### src/rtl/psum_requantizer_pkg.sv
// Shared accelerator definitions: default widths, the requantisation config
// record and the round/offset/clamp helper used by every output path.
package psum_requantizer_pkg;

  localparam int DEFAULT_DATA_WIDTH = 8;
  localparam int DEFAULT_ACC_WIDTH  = 32;
  localparam int DEFAULT_FIFO_DEPTH = 8;

  // Widest product / zero point the helper accepts (ACC_WIDTH + 17 <= 64).
  localparam int PROD_MAX_WIDTH = 64;
  localparam int ZP_MAX_WIDTH   = 16;

  typedef struct packed {
    logic [15:0]                    scale;
    logic [4:0]                     shift;
    logic signed [ZP_MAX_WIDTH-1:0] zero_point;
    logic                           relu_en;
  } requant_cfg_t;

  // Round-half-up right shift, optional ReLU, zero-point add, then saturate
  // to a signed data_width-bit range. Result is returned sign-extended.
  function automatic logic signed [31:0] requant_round_sat(
    input logic signed [PROD_MAX_WIDTH-1:0] prod,
    input logic [4:0]                       shift,
    input logic signed [ZP_MAX_WIDTH-1:0]   zero_point,
    input logic                             relu_en,
    input int                               data_width
  );
    logic signed [PROD_MAX_WIDTH:0] one;
    logic signed [PROD_MAX_WIDTH:0] half;
    logic signed [PROD_MAX_WIDTH:0] r;
    logic signed [PROD_MAX_WIDTH:0] max_val;
    logic signed [PROD_MAX_WIDTH:0] min_val;
    one    = '0;
    one[0] = 1'b1;
    half   = '0;
    if (shift != 5'd0) begin
      half = one <<< (shift - 5'd1);
    end
    // One guard bit above the product keeps the rounding add from wrapping.
    r = (PROD_MAX_WIDTH + 1)'(prod) + half;
    r = r >>> shift;
    if (relu_en && (r < 0)) begin
      r = '0;
    end
    r       = r + (PROD_MAX_WIDTH + 1)'(zero_point);
    max_val = (one <<< (data_width - 1)) - one;
    min_val = -(one <<< (data_width - 1));
    if (r > max_val) begin
      r = max_val;
    end else if (r < min_val) begin
      r = min_val;
    end
    return r[31:0];
  endfunction

endpackage

### src/rtl/psum_requantizer_sync_fifo.sv
// Synchronous FIFO with first-word fall-through read so a buffered sample
// can enter the multiply stage in the cycle after it was written.
module sync_fifo #(
  parameter int WIDTH = 32,
  parameter int DEPTH = 8
) (
  input  logic                     clk,
  input  logic                     rst_n,
  input  logic                     push,
  input  logic                     pop,
  input  logic [WIDTH-1:0]         wdata,
  output logic [WIDTH-1:0]         rdata,
  output logic                     full,
  output logic                     empty,
  output logic [$clog2(DEPTH):0]   count
);

  localparam int AW = $clog2(DEPTH);

  logic [WIDTH-1:0] mem [DEPTH];
  logic [AW:0]      wr_ptr_reg;
  logic [AW:0]      rd_ptr_reg;

  // Pointers carry one wrap bit so full and empty are distinguishable.
  assign count = wr_ptr_reg - rd_ptr_reg;
  assign full  = (count == (AW + 1)'(DEPTH));
  assign empty = (wr_ptr_reg == rd_ptr_reg);
  assign rdata = mem[rd_ptr_reg[AW-1:0]];

  // Storage write; contents need no reset since pointers gate visibility.
  always_ff @(posedge clk) begin
    if (push) begin
      mem[wr_ptr_reg[AW-1:0]] <= wdata;
    end
  end

  // Pointer advance; reset empties the buffer.
  always_ff @(posedge clk) begin
    if (!rst_n) begin
      wr_ptr_reg <= '0;
      rd_ptr_reg <= '0;
    end else begin
      if (push) begin
        wr_ptr_reg <= wr_ptr_reg + 1'b1;
      end
      if (pop) begin
        rd_ptr_reg <= rd_ptr_reg + 1'b1;
      end
    end
  end

endmodule

### src/rtl/psum_requantizer.sv
// Partial-sum requantiser: input FIFO, multiply stage, round/offset/clamp
// stage with ready/valid output, tile completion pulse and drop flag.
module psum_requantizer
  import psum_requantizer_pkg::*;
#(
  parameter int DATA_WIDTH = DEFAULT_DATA_WIDTH,
  parameter int ACC_WIDTH  = DEFAULT_ACC_WIDTH,
  parameter int FIFO_DEPTH = DEFAULT_FIFO_DEPTH
) (
  input  logic                         clk,
  input  logic                         rst_n,
  input  logic [ACC_WIDTH-1:0]         psum_in,
  input  logic                         psum_valid_in,
  input  logic [15:0]                  scale_mult,
  input  logic [4:0]                   shift,
  input  logic signed [DATA_WIDTH-1:0] zero_point,
  input  logic                         relu_en,
  input  logic [15:0]                  tile_len,
  output logic [DATA_WIDTH-1:0]        data_out,
  output logic                         valid_out,
  input  logic                         ready_in,
  output logic                         tile_done,
  output logic                         overflow,
  input  logic                         clear_status
);

  localparam int PROD_WIDTH = ACC_WIDTH + 17;
  localparam int CNT_WIDTH  = $clog2(FIFO_DEPTH) + 1;

  requant_cfg_t                  cfg;
  logic                          fifo_full;
  logic                          fifo_empty;
  logic [CNT_WIDTH-1:0]          fifo_count;
  logic [ACC_WIDTH-1:0]          fifo_rdata;
  logic                          push;
  logic                          pop;
  logic                          drop;
  logic                          a_ready;
  logic                          b_ready;
  logic                          handshake;
  logic                          a_valid_reg;
  logic signed [PROD_WIDTH-1:0]  a_prod_reg;
  logic signed [PROD_WIDTH-1:0]  a_prod_next;
  logic [15:0]                   tile_cnt_reg;
  logic [15:0]                   tile_cnt_next;
  logic                          tile_hit;

  // Live configuration gathered into the shared record.
  always_comb begin
    cfg            = '0;
    cfg.scale      = scale_mult;
    cfg.shift      = shift;
    cfg.zero_point = ZP_MAX_WIDTH'(zero_point);
    cfg.relu_en    = relu_en;
  end

  // A stage may load when it is empty or its successor takes its contents.
  assign b_ready   = !valid_out || ready_in;
  assign a_ready   = !a_valid_reg || b_ready;
  assign pop       = !fifo_empty && a_ready;
  assign push      = psum_valid_in && ((fifo_count != CNT_WIDTH'(FIFO_DEPTH)) || pop);
  assign drop      = psum_valid_in && fifo_full && !pop;
  assign handshake = valid_out && ready_in;

  assign a_prod_next = PROD_WIDTH'($signed(fifo_rdata)) *
                       PROD_WIDTH'($signed({1'b0, cfg.scale}));

  sync_fifo #(
    .WIDTH (ACC_WIDTH),
    .DEPTH (FIFO_DEPTH)
  ) u_fifo (
    .clk   (clk),
    .rst_n (rst_n),
    .push  (push),
    .pop   (pop),
    .wdata (psum_in),
    .rdata (fifo_rdata),
    .full  (fifo_full),
    .empty (fifo_empty),
    .count (fifo_count)
  );

  // Stage A: full-precision product, scale captured as the sample enters.
  always_ff @(posedge clk) begin
    if (!rst_n) begin
      a_valid_reg <= 1'b0;
      a_prod_reg  <= '0;
    end else if (a_ready) begin
      a_valid_reg <= pop;
      if (pop) begin
        a_prod_reg <= a_prod_next;
      end
    end
  end

  // Stage B: round, ReLU, offset and saturate; holds while downstream stalls.
  always_ff @(posedge clk) begin
    if (!rst_n) begin
      valid_out <= 1'b0;
      data_out  <= '0;
    end else if (b_ready) begin
      valid_out <= a_valid_reg;
      if (a_valid_reg) begin
        data_out <= DATA_WIDTH'(requant_round_sat(PROD_MAX_WIDTH'(a_prod_reg),
                                                  cfg.shift, cfg.zero_point,
                                                  cfg.relu_en, DATA_WIDTH));
      end
    end
  end

  assign tile_cnt_next = tile_cnt_reg + 16'd1;
  assign tile_hit      = (tile_len != 16'd0) && (tile_cnt_next == tile_len);

  // Handshake counter with tile wrap; clear takes priority over counting.
  always_ff @(posedge clk) begin
    if (!rst_n) begin
      tile_cnt_reg <= '0;
      tile_done    <= 1'b0;
    end else begin
      tile_done <= 1'b0;
      if (clear_status) begin
        tile_cnt_reg <= '0;
      end else if (handshake) begin
        if (tile_hit) begin
          tile_cnt_reg <= '0;
          tile_done    <= 1'b1;
        end else begin
          tile_cnt_reg <= tile_cnt_next;
        end
      end
    end
  end

  // Sticky drop flag; a drop in the same cycle as a clear leaves it set.
  always_ff @(posedge clk) begin
    if (!rst_n) begin
      overflow <= 1'b0;
    end else if (drop) begin
      overflow <= 1'b1;
    end else if (clear_status) begin
      overflow <= 1'b0;
    end
  end

endmodule
### config.mk
export PLATFORM = sky130hd
export DESIGN_NAME = psum_requantizer
export DESIGN_NICKNAME = d
export VERILOG_FILES = /design/src/rtl/psum_requantizer_pkg.sv /design/src/rtl/psum_requantizer_sync_fifo.sv /design/src/rtl/psum_requantizer.sv
export SDC_FILE = /design/constraint.sdc
export NUM_CORES = 2
export LEC_CHECK = 0
export CORE_ASPECT_RATIO = 2
export CORE_MARGIN = 1
export CORE_UTILIZATION = 55
export DETAILED_ROUTE_END_ITERATION = 12
export PLACE_DENSITY = 0.72
export SLEW_MARGIN = 20
export SYNTH_ARGS = -nofsm -noshare
export SYNTH_HDL_FRONTEND = slang
export SYNTH_SLANG_ARGS = --single-unit
### constraint.sdc
create_clock -name clk -period 30.6 [get_ports clk]
set_input_delay 4.59 -clock clk [delete_from_list [all_inputs] [get_ports clk]]
set_output_delay 4.59 -clock clk [all_outputs]
set_load 0.01 [all_outputs]
==> summary.md <==
| Metric | Value |
|---|---|
| Final Max Tran Viols | 0 |
| First-pass GRT wire length | 241000 um |
| Reg2reg start | a_prod_reg[19] |
| Post-synth EDFFs | 256 |
| Clock sinks | 344 |
| DR DRC count | 0 |
| Htree depth | 1 |
| Post-Route WL | 163000 um |
| Hold Path Class | reg2reg |
| Crit-path max FO | 42 |
| Num CTS Buffers | 30 |
| Clk_skew | 0.0295 ns |
| R2R Setup Slk | 19.57 ns |
| Clock Latency Late Sink | 0.63 ns |
| GRT Total Usage | 0.414 |
| CP peak stage delay | 1.12 ns |
| Critical Path Sink Type | flip-flop |
| Initial antenna violation count | 17 |
| R2R Path End | data_out[6] |
| Max-Cap Viols | 0 |
| Reg2Reg Depth | 27 |
| Synth warn | 0 |
| Routed WL per cell | 28.4 um |
| Synth Flop Type | edfxtp_1 |
| Seq/Total Area, Yosys | 0.217 |
| Num ports | 94 |
| Bufs and invs on worst path | 6 |
| Share of cells above drive strength 1 | 0.0743 |
| CTS Hold Bufs | 0 |
| Largest register FFs | 256 |
| Arr. time, crit path | 17.71 ns |
| Hold Fails Final Rpt | 0 |
| RSZ-0062 raised after global routing | false |
| Max Root-Sink Buffers | 3 |
| Hold path start | a_prod_reg[29] |
| Nets | 5455 |
| Layout area overhead | 6.38% |
| DRT Pass-1 Iters | 6 |
| Die footprint | 80300 um^2 |
| Clk slew on worst S/H paths | 0.07 ns |
| Final worst-path cycle share | 0.563 |
| Kind of critical path | in2reg |
| Min Hold Slack | 0.473 ns |
| Fmax | 0.0580 GHz |
| Chip width | 201 um |
| Critical path launch point type | input port |
| Initial Utilization | 0.557 |
| Site row count | 145 |
| Setup-violating endpoint count in the final report | 0 |
| Mapped Cells | 4728 |
| Syn avg cell area | 9.21 um^2 |
| Slew at the pin with the worst max-slew slack | 1.28 ns |
| WHS Path Cells | 2 |
| Antenna viol nets, final | 0 |
| Hpwl dp | 126000 um |
| Setup bufs post-CTS | 0 |
| Status | completed |
| Post-route cell area | 46300 um^2 |
| CTS resizes | 0 |
| Async SR Flop Fraction | 0 |
| End of the worst hold path | a_prod_reg[29] |
| Area fraction of the dominant cell type after synthesis | 0.226 |
| Max transition margin | 0.136 |
| Core area | 78200 um^2 |
| Initial DRC count | 2818 |
| Final non-filler cell total | 5727 |
| Vias in the first global route | 39000 |
| Yosys cell types | 107 |
| Mapped Area | 43500 um^2 |
| Yosys reg bits | 344 |
| Avg Vias per Cell | 6.47 |
| Largest net degree at the start of global routing | 82 |
| Synth area leaders | fa_1 23%, edfxtp_1 18%, ha_1 6.3% |
| Area after DPL | 45200 um^2 |
| Slowest stage cell on the critical path | a2111oi_1 |
| Die H | 400 um |
| Top delay family on crit path | simple AND/OR/NAND/NOR gates |
| CTS tree | built |
| Critical Path RT | 31.08 ns |
| Cell taking the most area after synthesis | fa_1 |
| Post-Place Cells | 5653 |
| Placer Congestion | 1.17 |
| Setup TNS | 0 ns |
| IO buf count | 93 |
| GRT overflow | 0 |
| Clock root buffer | clkbuf_16 |
| Crit path time final | 17.23 ns |
| Post-Synthesis Net Count | 5521 |
| Routed via count | 37100 |
[tightest hold or removal path, stage by stage, from the launching register on]
cell and delay, ns:
dfxtp_1 0.32, nand2_1 0.05, a21boi_0 0.06
[through the flow]
stage / setup slack (ns) / utilization
3_5_place_dp: 13.56 / 0.578
5_1_grt: 12.81 / 0.592
4_1_cts: 14.14 / 0.590
2_1_floorplan: 17.71 / -
6_report: 13.37 / 0.592
3_3_place_gp: 13.71 / 0.578
[cells by family after synthesis]
family,count (synthesis),synth area share
AOI/OAI and AO/OA,973,0.147
xor gates and xnor gates,153,0.0311
muxes,194,0.0699
adders and majority gates,710,0.289
buffers and inverters,844,0.0745
DFF,344,0.217
and+or+nand+nor,1509,0.171
other,1,0.0000862
[per-layer routing]
metal,routed length [um],vias up,global-route usage
met3,11300,856,0.115
met4,20200,10,0.438
met5,61,-,0
li1,-,16100,-
met2,83600,1810,0.740
met1,47800,18200,0.355
[cell usage in the layout, fill, tap and decap left out, types with 91 or more instances in the layout]
master    Yosys  layout
inv_1       587     585
nand2_1     583     583
fa_1        491     491
edfxtp_1    256     256
a21oi_1     252     248
and2_1      223     223
ha_1        219     219
o21ai_0     216     211
nor2_1      201     194
nor3_1       95      91
[cell usage after synthesis (10+ instances only)]
library cell and count:
inv_1 587, nand2_1 583, fa_1 491, edfxtp_1 256, a21oi_1 252, and2_1 223
ha_1 219, o21ai_0 216, nor2_1 201, clkbuf_1 200, nor3_1 95, dfxtp_1 88
xnor2_1 86, mux4_2 83, nand3_1 73, a21o_1 69, xor2_1 66, nand4_1 65
mux2i_1 62, mux2_2 49, o21a_1 48, nor2b_1 47, o211ai_1 42, and3_1 39
a31oi_1 34, or3_1 34, nor4_1 32, nand2b_1 31, a211oi_1 28, o21bai_1 27
a21boi_0 26, buf_2 25, buf_1 21, o22ai_1 18, o31ai_1 18, a211o_1 17
o2111ai_1 16, o221ai_1 13, a311oi_1 12, or2_2 12, and4_1 11, a22oi_1 10
o211a_1 10
[worst max-delay path by stage]
stage             start           to  slack [ns]  cells past startpoint
6_report       shift[1]  data_out[6]       13.37                     34
5_1_grt        shift[1]  data_out[6]       12.81                     33
4_1_cts        shift[1]  data_out[6]       14.14                     32
3_5_place_dp   shift[1]  data_out[6]       13.56                     34
3_3_place_gp   shift[1]  data_out[4]       13.71                     34
2_1_floorplan  shift[2]  data_out[0]       17.71                     33
[final cells by class]
cell class	count	area (um^2)
diodes	15	37.5
repair buffers	158	1370
inverters	588	2210
fillers	6841	31900
clock inverters	20	168
multi-input cells	3540	31000
well taps	1029	1290
clock buffers	33	783
flip-flops and latches	344	9460
Power is not shown: default switching activity piles up to over one toggle a cycle in this logic, so the estimate is an artifact.
